File: src/rtl/hack_alu_pipe.sv
// Registered, WIDTH-generic Hack ALU with shift modes, a multi-cycle unsigned
// multiplier, carry/overflow flags and a single-entry output register.
module hack_alu_pipe #(
  parameter  int WIDTH = 16,
  localparam int SHW   = $clog2(WIDTH)
) (
  input  logic             clk,
  input  logic             rst_n,
  input  logic             in_valid,
  output logic             in_ready,
  input  logic [WIDTH-1:0] x,
  input  logic [WIDTH-1:0] y,
  input  logic [5:0]       ctrl,
  input  logic [1:0]       mode,
  output logic             out_valid,
  input  logic             out_ready,
  output logic [WIDTH-1:0] out,
  output logic             zr,
  output logic             ng,
  output logic             cy,
  output logic             ov,
  output logic             busy
);

  localparam logic [1:0] MODE_HACK = 2'b00;
  localparam logic [1:0] MODE_MUL  = 2'b01;
  localparam logic [1:0] MODE_LSL  = 2'b10;
  localparam logic [1:0] MODE_ASR  = 2'b11;

  typedef enum logic [0:0] {IDLE, MUL} state_t;

  state_t               state;
  logic [2*WIDTH-1:0]   mul_a;
  logic [WIDTH-1:0]     mul_b;
  logic [2*WIDTH-1:0]   acc;
  logic [SHW-1:0]       cnt;

  logic                 accept;
  logic                 mul_done;
  logic                 load;
  logic [SHW-1:0]       amt;
  logic [WIDTH-1:0]     x1, x2, y1, y2, hack_r;
  logic [WIDTH:0]       sum;
  logic [WIDTH:0]       shl;
  logic signed [WIDTH:0] shr;
  logic [2*WIDTH-1:0]   mul_sum;
  logic [WIDTH-1:0]     res_out;
  logic                 res_cy;
  logic                 res_ov;

  // Handshake: a transfer happens on a rising edge where valid & ready are
  // both high; ready never depends on the same side's valid.
  assign in_ready = (state == IDLE) & (~out_valid | out_ready);
  assign accept   = in_valid & in_ready;
  assign busy     = (state == MUL);
  assign mul_done = (state == MUL) & (cnt == SHW'(WIDTH - 1));
  assign load     = mul_done | (accept & (mode != MODE_MUL));
  assign amt      = y[SHW-1:0];

  always_comb begin
    x1      = ctrl[5] ? '0 : x;
    x2      = ctrl[4] ? ~x1 : x1;
    y1      = ctrl[3] ? '0 : y;
    y2      = ctrl[2] ? ~y1 : y1;
    sum     = {1'b0, x2} + {1'b0, y2};
    hack_r  = ctrl[1] ? sum[WIDTH-1:0] : (x2 & y2);
    // The extra LSB/MSB catches the last bit shifted out as the carry.
    shl     = {1'b0, x} << amt;
    shr     = $signed({x, 1'b0}) >>> amt;
    mul_sum = acc + (mul_b[0] ? mul_a : '0);
    res_out = '0;
    res_cy  = 1'b0;
    res_ov  = 1'b0;
    if (state == MUL) begin
      res_out = mul_sum[WIDTH-1:0];
      res_ov  = |mul_sum[2*WIDTH-1:WIDTH];
    end else begin
      case (mode)
        MODE_HACK: begin
          res_out = ctrl[0] ? ~hack_r : hack_r;
          res_cy  = ctrl[1] & sum[WIDTH];
          res_ov  = ctrl[1] & (x2[WIDTH-1] == y2[WIDTH-1])
                            & (sum[WIDTH-1] != x2[WIDTH-1]);
        end
        MODE_LSL: begin
          res_out = shl[WIDTH-1:0];
          res_cy  = shl[WIDTH];
        end
        MODE_ASR: begin
          res_out = shr[WIDTH:1];
          res_cy  = shr[0];
        end
        default: begin
          res_out = '0;
        end
      endcase
    end
  end

  always_ff @(posedge clk or negedge rst_n) begin
    if (!rst_n) begin
      state     <= IDLE;
      mul_a     <= '0;
      mul_b     <= '0;
      acc       <= '0;
      cnt       <= '0;
      out       <= '0;
      zr        <= 1'b0;
      ng        <= 1'b0;
      cy        <= 1'b0;
      ov        <= 1'b0;
      out_valid <= 1'b0;
    end else begin
      if (load) begin
        out       <= res_out;
        zr        <= (res_out == '0);
        ng        <= res_out[WIDTH-1];
        cy        <= res_cy;
        ov        <= res_ov;
        out_valid <= 1'b1;
      end else if (out_ready) begin
        out_valid <= 1'b0;
      end

      case (state)
        IDLE: begin
          if (accept && mode == MODE_MUL) begin
            mul_a <= {{WIDTH{1'b0}}, x};
            mul_b <= y;
            acc   <= '0;
            cnt   <= '0;
            state <= MUL;
          end
        end
        MUL: begin
          // One multiplier bit per edge, LSB first.
          acc   <= mul_sum;
          mul_a <= mul_a << 1;
          mul_b <= mul_b >> 1;
          cnt   <= cnt + SHW'(1);
          if (mul_done) state <= IDLE;
        end
        default: state <= IDLE;
      endcase
    end
  end

endmodule

File: config.mk
export PLATFORM = sky130hd
export DESIGN_NAME = hack_alu_pipe
export DESIGN_NICKNAME = d
export VERILOG_FILES = /design/src/rtl/hack_alu_pipe.sv
export SDC_FILE = /design/constraint.sdc
export NUM_CORES = 1
export LEC_CHECK = 0
export CORE_UTILIZATION = 50
export CTS_CLUSTER_SIZE = 40
export DETAILED_ROUTE_END_ITERATION = 12
export PLACE_DENSITY = 0.68
export SKIP_CTS_REPAIR_TIMING = 1
export SYNTH_ARGS = -nofsm -noshare
export SYNTH_HDL_FRONTEND = slang
export SYNTH_SLANG_ARGS = --single-unit
export TNS_END_PERCENT = 100
File: constraint.sdc
create_clock -name clk -period 3.16 [get_ports clk]
set_clock_uncertainty 0.05 [all_clocks]
set_input_delay 0.632 -clock clk [delete_from_list [all_inputs] [get_ports clk]]
set_output_delay 0.632 -clock clk [all_outputs]
set_load 0.005 [all_outputs]
== Word level (Yosys, flattened, before mapping) ==
Cells that the tools add are included.

* Bitwise gates (word level): 15
* Equality and inequality tests: 8
* Shifts and indexed selects: 2
* Add/subtract/negate cells: 3
* Reduce and logical (&&, ||, !) cells: 5
* Mux-type cells: 26

{| class="wikitable"
|+ Operator list
! cell !! count
|-
| $mux W16 || 8
|-
| $pmux W32 S2 || 2
|-
| $mux W32 || 3
|-
| $not A16 Y16 || 3
|-
| $pmux W16 S3 || 1
|-
| $add A32 B32 Y32 || 1
|-
| $pmux W16 S2 || 1
|-
| $add A16 B16 Y17 || 1
|-
| $shl A16 B4 Y17 || 1
|-
| $sshr A17 B4 Y17 || 1
|-
| $and A16 B16 Y16 || 1
|-
| $logic_not A16 Y1 || 1
|-
| $reduce_or A16 Y1 || 1
|-
| $pmux W4 S2 || 1
|-
| $and A1 B1 Y1 || 7
|-
| $mux W1 || 7
|-
| $add A4 B1 Y4 const B || 1
|-
| $eq A2 B2 Y1 const B || 2
|-
| $eq A4 B4 Y1 const B || 1
|-
| $mux W4 || 1
|-
| $ne A2 B1 Y1 const B || 2
|-
| $pmux W1 S3 || 1
|-
| $eq A2 B1 Y1 const B || 1
|-
| $logic_not A2 Y1 || 1
|-
| other kinds (7) || 9
|}

* Register bits: 106
* Input port bits: 44

== Longest topological paths before layout ==
Gate-level depths: netlist of run 1.

* Depth in word-level cells: 10
* Mapped depth: 17

== Worst setup path after synthesis of run 1 ==
No wires, ideal clock.

* Path kind: in2reg
* Start: input y[0]
* End: register zr
* Buffers on the path: 4
* Setup time: 0.067 ns
* Data required time: 3.043 ns
* Stages on the path: 17
* Arrival time: 4.243 ns
* Slack: -1.200 ns
* Cell sequence: buf_6 > buf_6 > buf_6 > buf_2 > nand2b_1 > xnor2_1 > ha_1 > fa_1 > a211oi_1 > nor2_1 > o31ai_1 > mux2_2 > o31ai_2 > nand4_1 > or4_1 > nor4_1 > a32o_1

* Cells in the longest elaborated chain, start to end: 10

{| class="wikitable"
|+ Ends and longest elaborated chain
! item !! RTL line !! source
|-
| start: declaration || 12 || <nowiki>input logic [WIDTH-1:0] y,</nowiki>
|-
| $mux W16 || 63 || <nowiki>y1 = ctrl[3] ? '0 : y;</nowiki>
|-
| $not A16 Y16 || 64 || <nowiki>y2 = ctrl[2] ? ~y1 : y1;</nowiki>
|-
| $mux W16 || 64 ||
|-
| $add A16 B16 Y17 / $and A16 B16 Y16 (equally long branches) || 65, 66 ||
|-
| $mux W16 || 66 || <nowiki>hack_r = ctrl[1] ? sum[WIDTH-1:0] : (x2 & y2);</nowiki>
|-
| $not A16 Y16 || 80 || <nowiki>res_out = ctrl[0] ? ~hack_r : hack_r;</nowiki>
|-
| $mux W16 || 80 ||
|-
| $pmux W16 S3 (*) || 78 || <nowiki>case (mode)</nowiki>
|-
| $mux W16 (*) || 74 || <nowiki>if (state == MUL) begin</nowiki>
|-
| $logic_not A16 Y1 (*) || 116 || <nowiki>zr <= (res_out == '0);</nowiki>
|-
| end signal: assignment || 116 ||
|-
| end: declaration || 18 || <nowiki>output logic zr,</nowiki>
|}

Every way passes the cells marked *; elsewhere a longest branch is shown, timed or not.
A chain may end at the register's enable or synchronous reset.

== Worst setup path after layout of run 1 ==
* Start: register mul_b[0]
* End: register ov

* Cells in the longest elaborated chain, start to end: 4

{| class="wikitable"
|+ Ends and longest elaborated chain
! item !! RTL line !! source
|-
| start: declaration || 34 || <nowiki>logic [WIDTH-1:0] mul_b;</nowiki>
|-
| start signal: assignment || 129 || <nowiki>mul_b <= y;</nowiki>
|-
| start signal: assignment || 139 || <nowiki>mul_b <= mul_b >> 1;</nowiki>
|-
| $mux W32 || 70 || <nowiki>mul_sum = acc + (mul_b[0] ? mul_a : '0);</nowiki>
|-
| $add A32 B32 Y32 || 70 ||
|-
| $reduce_or A16 Y1 || 76 || <nowiki>res_ov = |mul_sum[2*WIDTH-1:WIDTH];</nowiki>
|-
| $mux W1 || 74 ||
|-
| end signal: assignment || 119 || <nowiki>ov <= res_ov;</nowiki>
|-
| end: declaration || 21 || <nowiki>output logic ov,</nowiki>
|}

Every way passes these cells.

==> impl_metrics.toml, run 1 <==
[timing]
timing.setup.tns_ns = -1.57
setup_viol = 10
worstMarginPinSlew_ns = 0.691
setup_ws_ns = -0.495
post-route-period-util_pct = 116
drv_slew = 0
finalHoldViolations = 0
min_period_ns = 3.66
rsz0062_at_grt = "yes"
relSlewSlack_pct = 53.7
fmax_ghz = 0.274

[clock_tree]
cts_inserted_buffers = 9
htreeDepth = 3
clock_path_buffers = 2
clkTransAtPathRegs_ns = 0.08
clk_latency_ns = 0.36
root_buffer = "clkbuf_16"
clock_sinks = 105
cts_tree = "built"

[power_and_ir_drop]
net-switching-power_mw = 6.46
p_leak_nw = 6.38
comb_power_share_pct = 75.6
p_total_mw = 14.6
p_clk_share_pct = 7.6
p_int_mw = 8.18
power.density_nw_per_um2 = 1050
peakVddDrop_v = 0.000528
switching_share_pct = 44.1
pwr-share-seq_pct = 16.9

[global_route]
first_global_vias = 9744
antenna_found_initial = 0
grt_use_total_pct = 33.2
grt-ovfl-total = 0
grt_max_degree = 59
grt_pass1_wl_um = 51500

[setup_path]
crit_arrival_ns = 3.85
worstSetupStartpointType = "flip-flop"
worst-r2r-setup-slack_ns = -0.50
reg2regPathDepth = 13
endpoint_kind = "flip-flop"
rr_endpoint = "ov$_DFFE_PN0P_"
path_max_fanout = 6
crit_required_ns = 3.35
path_class = "flip-flop to flip-flop"
r2r_start = "mul_b[0]$_DFFE_PN0P_"

[synthesis]
synth-seq-cells = 105
synth-edff-count = 0
synth_warnings = 0
synth_area_um2 = 9650
syn_avg_cell_area_um2 = 8.20
synth_seq_area_share_pct = 27.2
syn_inst = 1177
async_reset_ff_share_pct = 100
ys_types = 71
synth_ff_type = "dfrtp_1"
mappedNetlistNets = 1271

[final_layout]
num-nets-final = 1593
utilization_pct = 74.4
stdcell_count = 1764
antenna_cells = 0
drive_above_1_share_pct = 33.5
syn2layout_area_growth_pct = 45.2

[die]
die_h_um = 141
die_w_um = 141
fp.dieArea_um2 = 19900
pin_count = 67
start_util_pct = 51.3
rows = 50
fp.coreArea_um2 = 18800

[place]
dpl_worst_slack_ns = -1.31
portBuffers = 66
dp_cells = 1730
gp_congestion = 0.986
hpwl_um = 25100

[detailed_routing]
drc = 0
avgViaCountPerCell = 6.00
wl_per_cell_um = 19.2
drt_first_iter_violations = 1181
dr.pass1.iters = 6
num_vias = 10600
drt-total-wl_um = 33900
postRouteAntennaNets = 0

[hold_path]
hp-class = "input port to async pin"

[status]
violations = "setup timing"
status = "complete, but fails checks"

[job]
max_cap_violations = 0
==> worst max-delay path, stage by stage (launching register included) <==
cell,delay (ns)
dfrtp_2,0.47
buf_6,0.14
and2_4,0.17
ha_4,0.17
fa_2,0.34
a211o_1,0.28
a211o_1,0.31
nand4_1,0.21
nand3_2,0.15
xor2_2,0.18
or3_1,0.40
or3_1,0.35
nor4_1,0.18
a31oi_1,0.12
==> per-layer routing <==
metal / up-vias / wire length (um) / global-route usage (%)
li1: 4952 / - / -
met5: - / 0 / 0
met4: 0 / 803 / 9.61
met2: 511 / 15100 / 50.4
met3: 59 / 2900 / 6.18
met1: 5061 / 15100 / 48.2
==> stage by stage <==
stage,hold WS (ns),cell area (um2)
after floorplan,0.286,9810
after global placement,0.415,12700
after detailed placement,0.425,12700
after CTS,0.110,13000
after global routing,0.123,14000
final,0.109,14000
==> sequential cells by signal (all words and copies together) (netlist names), 4 cells and up <==
name	cells
mul_b	16
acc	32
mul_a	32
cnt	4
out	16
==> synth_stat cells (4+ instances only) <==
cell type | count | share of area (%)
xnor2_1 | 47 | 4.3
a2111oi_0 | 6 | 0.54
o31ai_1 | 6 | 0.47
buf_2 | 4 | 0.21
nor2b_1 | 10 | 0.65
o22ai_1 | 31 | 2.0
nand3_1 | 29 | 1.5
and2_1 | 37 | 2.4
a31oi_1 | 14 | 0.91
nand2_1 | 137 | 5.3
xor2_1 | 14 | 1.3
inv_1 | 20 | 0.78
a21oi_1 | 70 | 3.6
buf_1 | 5 | 0.19
clkbuf_1 | 58 | 2.3
dfrtp_1 | 105 | 27
mux2_2 | 14 | 1.6
mux2i_1 | 25 | 2.6
and3_1 | 7 | 0.45
o21bai_1 | 7 | 0.54
a211oi_1 | 29 | 2.3
or3_1 | 5 | 0.32
a211o_1 | 11 | 1.0
a22o_1 | 12 | 1.1
nor2_1 | 142 | 5.5
a21o_1 | 25 | 1.9
nand4_1 | 12 | 0.78
o21a_1 | 10 | 0.78
nor4_1 | 6 | 0.39
nor3_1 | 18 | 0.93
o21ai_0 | 59 | 3.1
ha_1 | 48 | 6.2
nand2b_1 | 43 | 2.8
o211ai_1 | 14 | 1.1
a32o_1 | 4 | 0.41
o2111ai_1 | 6 | 0.54
and4_1 | 4 | 0.36
mux4_2 | 17 | 4.0
mux4_1 | 9 | 2.5
nand3b_1 | 5 | 0.39
==> cells in the final DEF, fill, tap and decap left out, types with 13 or more instances in the layout <==
| cell type | Yosys | routed |
|---|---|---|
| xnor2_1 | 47 | 35 |
| mux2i_1 | 25 | 24 |
| a211oi_1 | 29 | 17 |
| clkdlybuf4s50_1 | 0 | 46 |
| nor2_1 | 142 | 140 |
| ha_1 | 48 | 31 |
| inv_1 | 20 | 20 |
| nand2b_1 | 43 | 40 |
| o211ai_1 | 14 | 14 |
| nor3_1 | 18 | 13 |
| a21oi_1 | 70 | 53 |
| a21o_1 | 25 | 25 |
| mux4_2 | 17 | 17 |
| dlymetal6s2s_1 | 0 | 14 |
| buf_6 | 3 | 17 |
| and2_1 | 37 | 29 |
| buf_4 | 1 | 298 |
| nand3_1 | 29 | 26 |
| o22ai_1 | 31 | 31 |
| dfrtp_1 | 105 | 103 |
| nand2_1 | 137 | 134 |
| o21ai_0 | 59 | 42 |
==> power by group through the flow <==
stage	Sequential, mW	Clock [mW]	Combinational (mW)
finish	2.47	1.11	11.1
global route	2.54	1.17	11.9
CTS	2.42	1.12	9.30
detailed placement	2.44	0	9.23
global placement	2.41	0	9.05
floorplan	2.32	0	5.03
==> kinds of logic after synthesis <==
logic type                 Yosys count  share of synthesized area [%]
adders and majority gates           50                           6.64
xor gates and xnor gates            61                           5.54
AOI/OAI and AO/OA                  336                           23.3
DFF                                105                           27.2
and+or+nand+nor                    466                           22.7
buffers and inverters               94                           3.98
muxes                               65                           10.6
==> cell type report <==
type	instances	area [um2]
Multi-Input combinational cell	978	7530
Clock buffer	11	243
Fill cell	1402	4820
Clock inverter	5	36.3
Inverter	23	86.3
Sequential cell	105	2630
Tap cell	260	325
Timing Repair Buffer	382	3160
==> worst max path at each step <==
| stage | start | cells after the start | to | slack (ns) |
|---|---|---|---|---|
| after floorplan | y[0] | 17 | zr$_DFFE_PN0P_ | -0.89 |
| after CTS | ctrl[5] | 14 | zr$_DFFE_PN0P_ | -0.94 |
| after global placement | ctrl[5] | 14 | zr$_DFFE_PN0P_ | -1.22 |
| final | mul_b[0]$_DFFE_PN0P_ | 13 | ov$_DFFE_PN0P_ | -0.50 |
| after global routing | mul_b[0]$_DFFE_PN0P_ | 13 | ov$_DFFE_PN0P_ | -0.59 |
| after detailed placement | ctrl[5] | 14 | zr$_DFFE_PN0P_ | -1.31 |
Power figures use the tool's default switching activity.
==> run 2, diff against run 1 <==
--- a/config.mk
+++ b/config.mk
@@ -5,10 +5,12 @@
 export SDC_FILE = /design/constraint.sdc
 export NUM_CORES = 1
 export LEC_CHECK = 0
-export CORE_UTILIZATION = 50
-export CTS_CLUSTER_SIZE = 40
+export CELL_PAD_IN_SITES_DETAIL_PLACEMENT = 1
+export CELL_PAD_IN_SITES_GLOBAL_PLACEMENT = 1
+export CORE_UTILIZATION = 42
+export CTS_CLUSTER_SIZE = 28
 export DETAILED_ROUTE_END_ITERATION = 12
-export PLACE_DENSITY = 0.68
+export PLACE_DENSITY = 0.75
 export SKIP_CTS_REPAIR_TIMING = 1
 export SYNTH_ARGS = -nofsm -noshare
 export SYNTH_HDL_FRONTEND = slang
==> impl_metrics.toml, run 2 (synthesis results as in run 1) <==
[status]
status = "complete, but fails checks"
violations = "setup timing"

[final_layout]
layout_commonest_cell = "buf_4"
mostFrequentLayoutCells = "319 x buf_4, 137 x nor2_1, 127 x nand2_1"
drive_above_1_share_pct = 39.3
num-nets-final = 1635
syn2layout_area_growth_pct = 55.9
fillers = 2506
seqCellArea_um2 = 2630
reg_top3 = "acc (32), mul_a (32)"
antenna_cells = 0
multi_input_area_um2 = 8110

[place]
gp_congestion = 0.927
hpwl_um = 30500
portBuffers = 66

[power_and_ir_drop]
power.density_nw_per_um2 = 1170
p_leak_nw = 6.83
p_total_mw = 17.6
peakVddDrop_v = 0.000481

[setup_path]
crit_arrival_ns = 4.26
path_max_fanout = 8
crit_required_ns = 3.43
worstSetupStartpointType = "input port"
endpoint_kind = "flip-flop"
worst-r2r-setup-slack_ns = -0.61
path_class = "input port to flip-flop"

[job]
max_cap_violations = 0

[clock_tree]
cts_inserted_buffers = 9
clk_latency_ns = 0.39
htreeDepth = 3
clock_path_buffers = 2
clkTransAtPathRegs_ns = 0.08
root_buffer = "clkbuf_16"
cts_tree = "built"
clock_sinks = 105

[die]
fp.coreArea_um2 = 22600
die_h_um = 154
pin_count = 67
start_util_pct = 42.8
rows = 55
fp.dieArea_um2 = 23600
die_w_um = 154

[timing]
worstMarginPinSlew_ns = 0.938
post-route-period-util_pct = 126
fmax_ghz = 0.251
timing.setup.tns_ns = -6.40
min_period_ns = 3.99
setup_viol = 30
rsz0062_at_grt = "yes"
drv_slew = 0
relSlewSlack_pct = 37.1
finalHoldViolations = 0
setup_ws_ns = -0.830

[detailed_routing]
postRouteAntennaNets = 0
drt_first_iter_violations = 1272
dr.pass1.iters = 5
wl_per_cell_um = 29.9
num_vias = 12400
avgViaCountPerCell = 6.77
drc = 0
drt-total-wl_um = 54800

[global_route]
antenna_found_initial = 1
grt-ovfl-total = 0
grt_max_degree = 44
grt_pass1_wl_um = 62800
first_global_vias = 11300
grt_use_total_pct = 34.1

[hold_path]
hp-class = "input port to async pin"
run 2: worst paths after layout:
path / startpoint / to / cells after the start
setup reg to reg: mul_b[0]$_DFFE_PN0P_ / zr$_DFFE_PN0P_ / 13
hold reg to reg: out[5]$_DFFE_PN0P_ / out[5]$_DFFE_PN0P_ / 1
setup / recovery: ctrl[3] / zr$_DFFE_PN0P_ / 16
max in group asynchronous: rst_n / ov$_DFFE_PN0P_ / 2
hold / removal: rst_n / out[11]$_DFFE_PN0P_ / 1
min in group clk: out[5]$_DFFE_PN0P_ / out[5]$_DFFE_PN0P_ / 1
run 2: final cells by class:
cell class / instances / area share (%)
clock buffer: 10 / 1.59
clock inverter: 6 / 0.333
inverter: 23 / 0.574
multi-input combinational: 978 / 53.9
sequential: 105 / 17.5
tap: 285 / 2.37
timing repair buffer: 424 / 23.8
run 2: routing by layer:
layer | GRT usage [%] | share of wire (%) | routed length (um) | vias up
li1 | - | - | - | 5026
met1 | 44.6 | 38 | 20600 | 6152
met2 | 58.0 | 47 | 25600 | 907
met3 | 3.97 | 8.9 | 4870 | 303
met4 | 12.4 | 6.7 | 3640 | 2
met5 | 0 | 0.015 | 8 | -
run 2: critical path, cell delays in order:
cell,delay [ns]
buf_12,0.11
nand2b_4,0.14
xnor2_2,0.13
ha_2,0.20
fa_2,0.40
buf_4,0.16
xor2_1,0.15
mux2i_1,0.32
buf_4,0.19
xnor2_1,0.09
a2111oi_2,0.39
o211a_1,0.25
nand4_1,0.09
or4_1,0.48
nor4_2,0.34
a32o_1,0.18
run 2: power breakdown:
group | internal, mW | switching, mW
Sequential | 2.00 | 0.569
Clock | 0.570 | 0.650
Combinational | 6.47 | 7.33
Total | 9.04 | 8.55
run 2: stage by stage:
step                      hold slack, ns  instance area, um2  utilization (%)  cells  worst slack [ns]
final                              0.186               15000             66.6   1831            -0.830
after floorplan                    0.286                9810                -   1177            -0.893
after global routing               0.210               15000             66.6   1831            -0.875
after global placement             0.416               12800             56.9   1771             -1.42
after CTS                          0.200               13100             58.2   1787             -1.23
after detailed placement           0.426               12800             56.9   1771             -1.64
==> run 3, diff against run 2 <==
--- a/config.mk
+++ b/config.mk
@@ -5,9 +5,11 @@
 export SDC_FILE = /design/constraint.sdc
 export NUM_CORES = 1
 export LEC_CHECK = 0
+export CAP_MARGIN = 20
 export CELL_PAD_IN_SITES_DETAIL_PLACEMENT = 1
 export CELL_PAD_IN_SITES_GLOBAL_PLACEMENT = 1
 export CORE_UTILIZATION = 42
+export CTS_CLUSTER_DIAMETER = 30
 export CTS_CLUSTER_SIZE = 28
 export DETAILED_ROUTE_END_ITERATION = 12
 export PLACE_DENSITY = 0.75
==> results of run 3 <==
No change in the layout: final DEF, timing and power equal those of run 2.
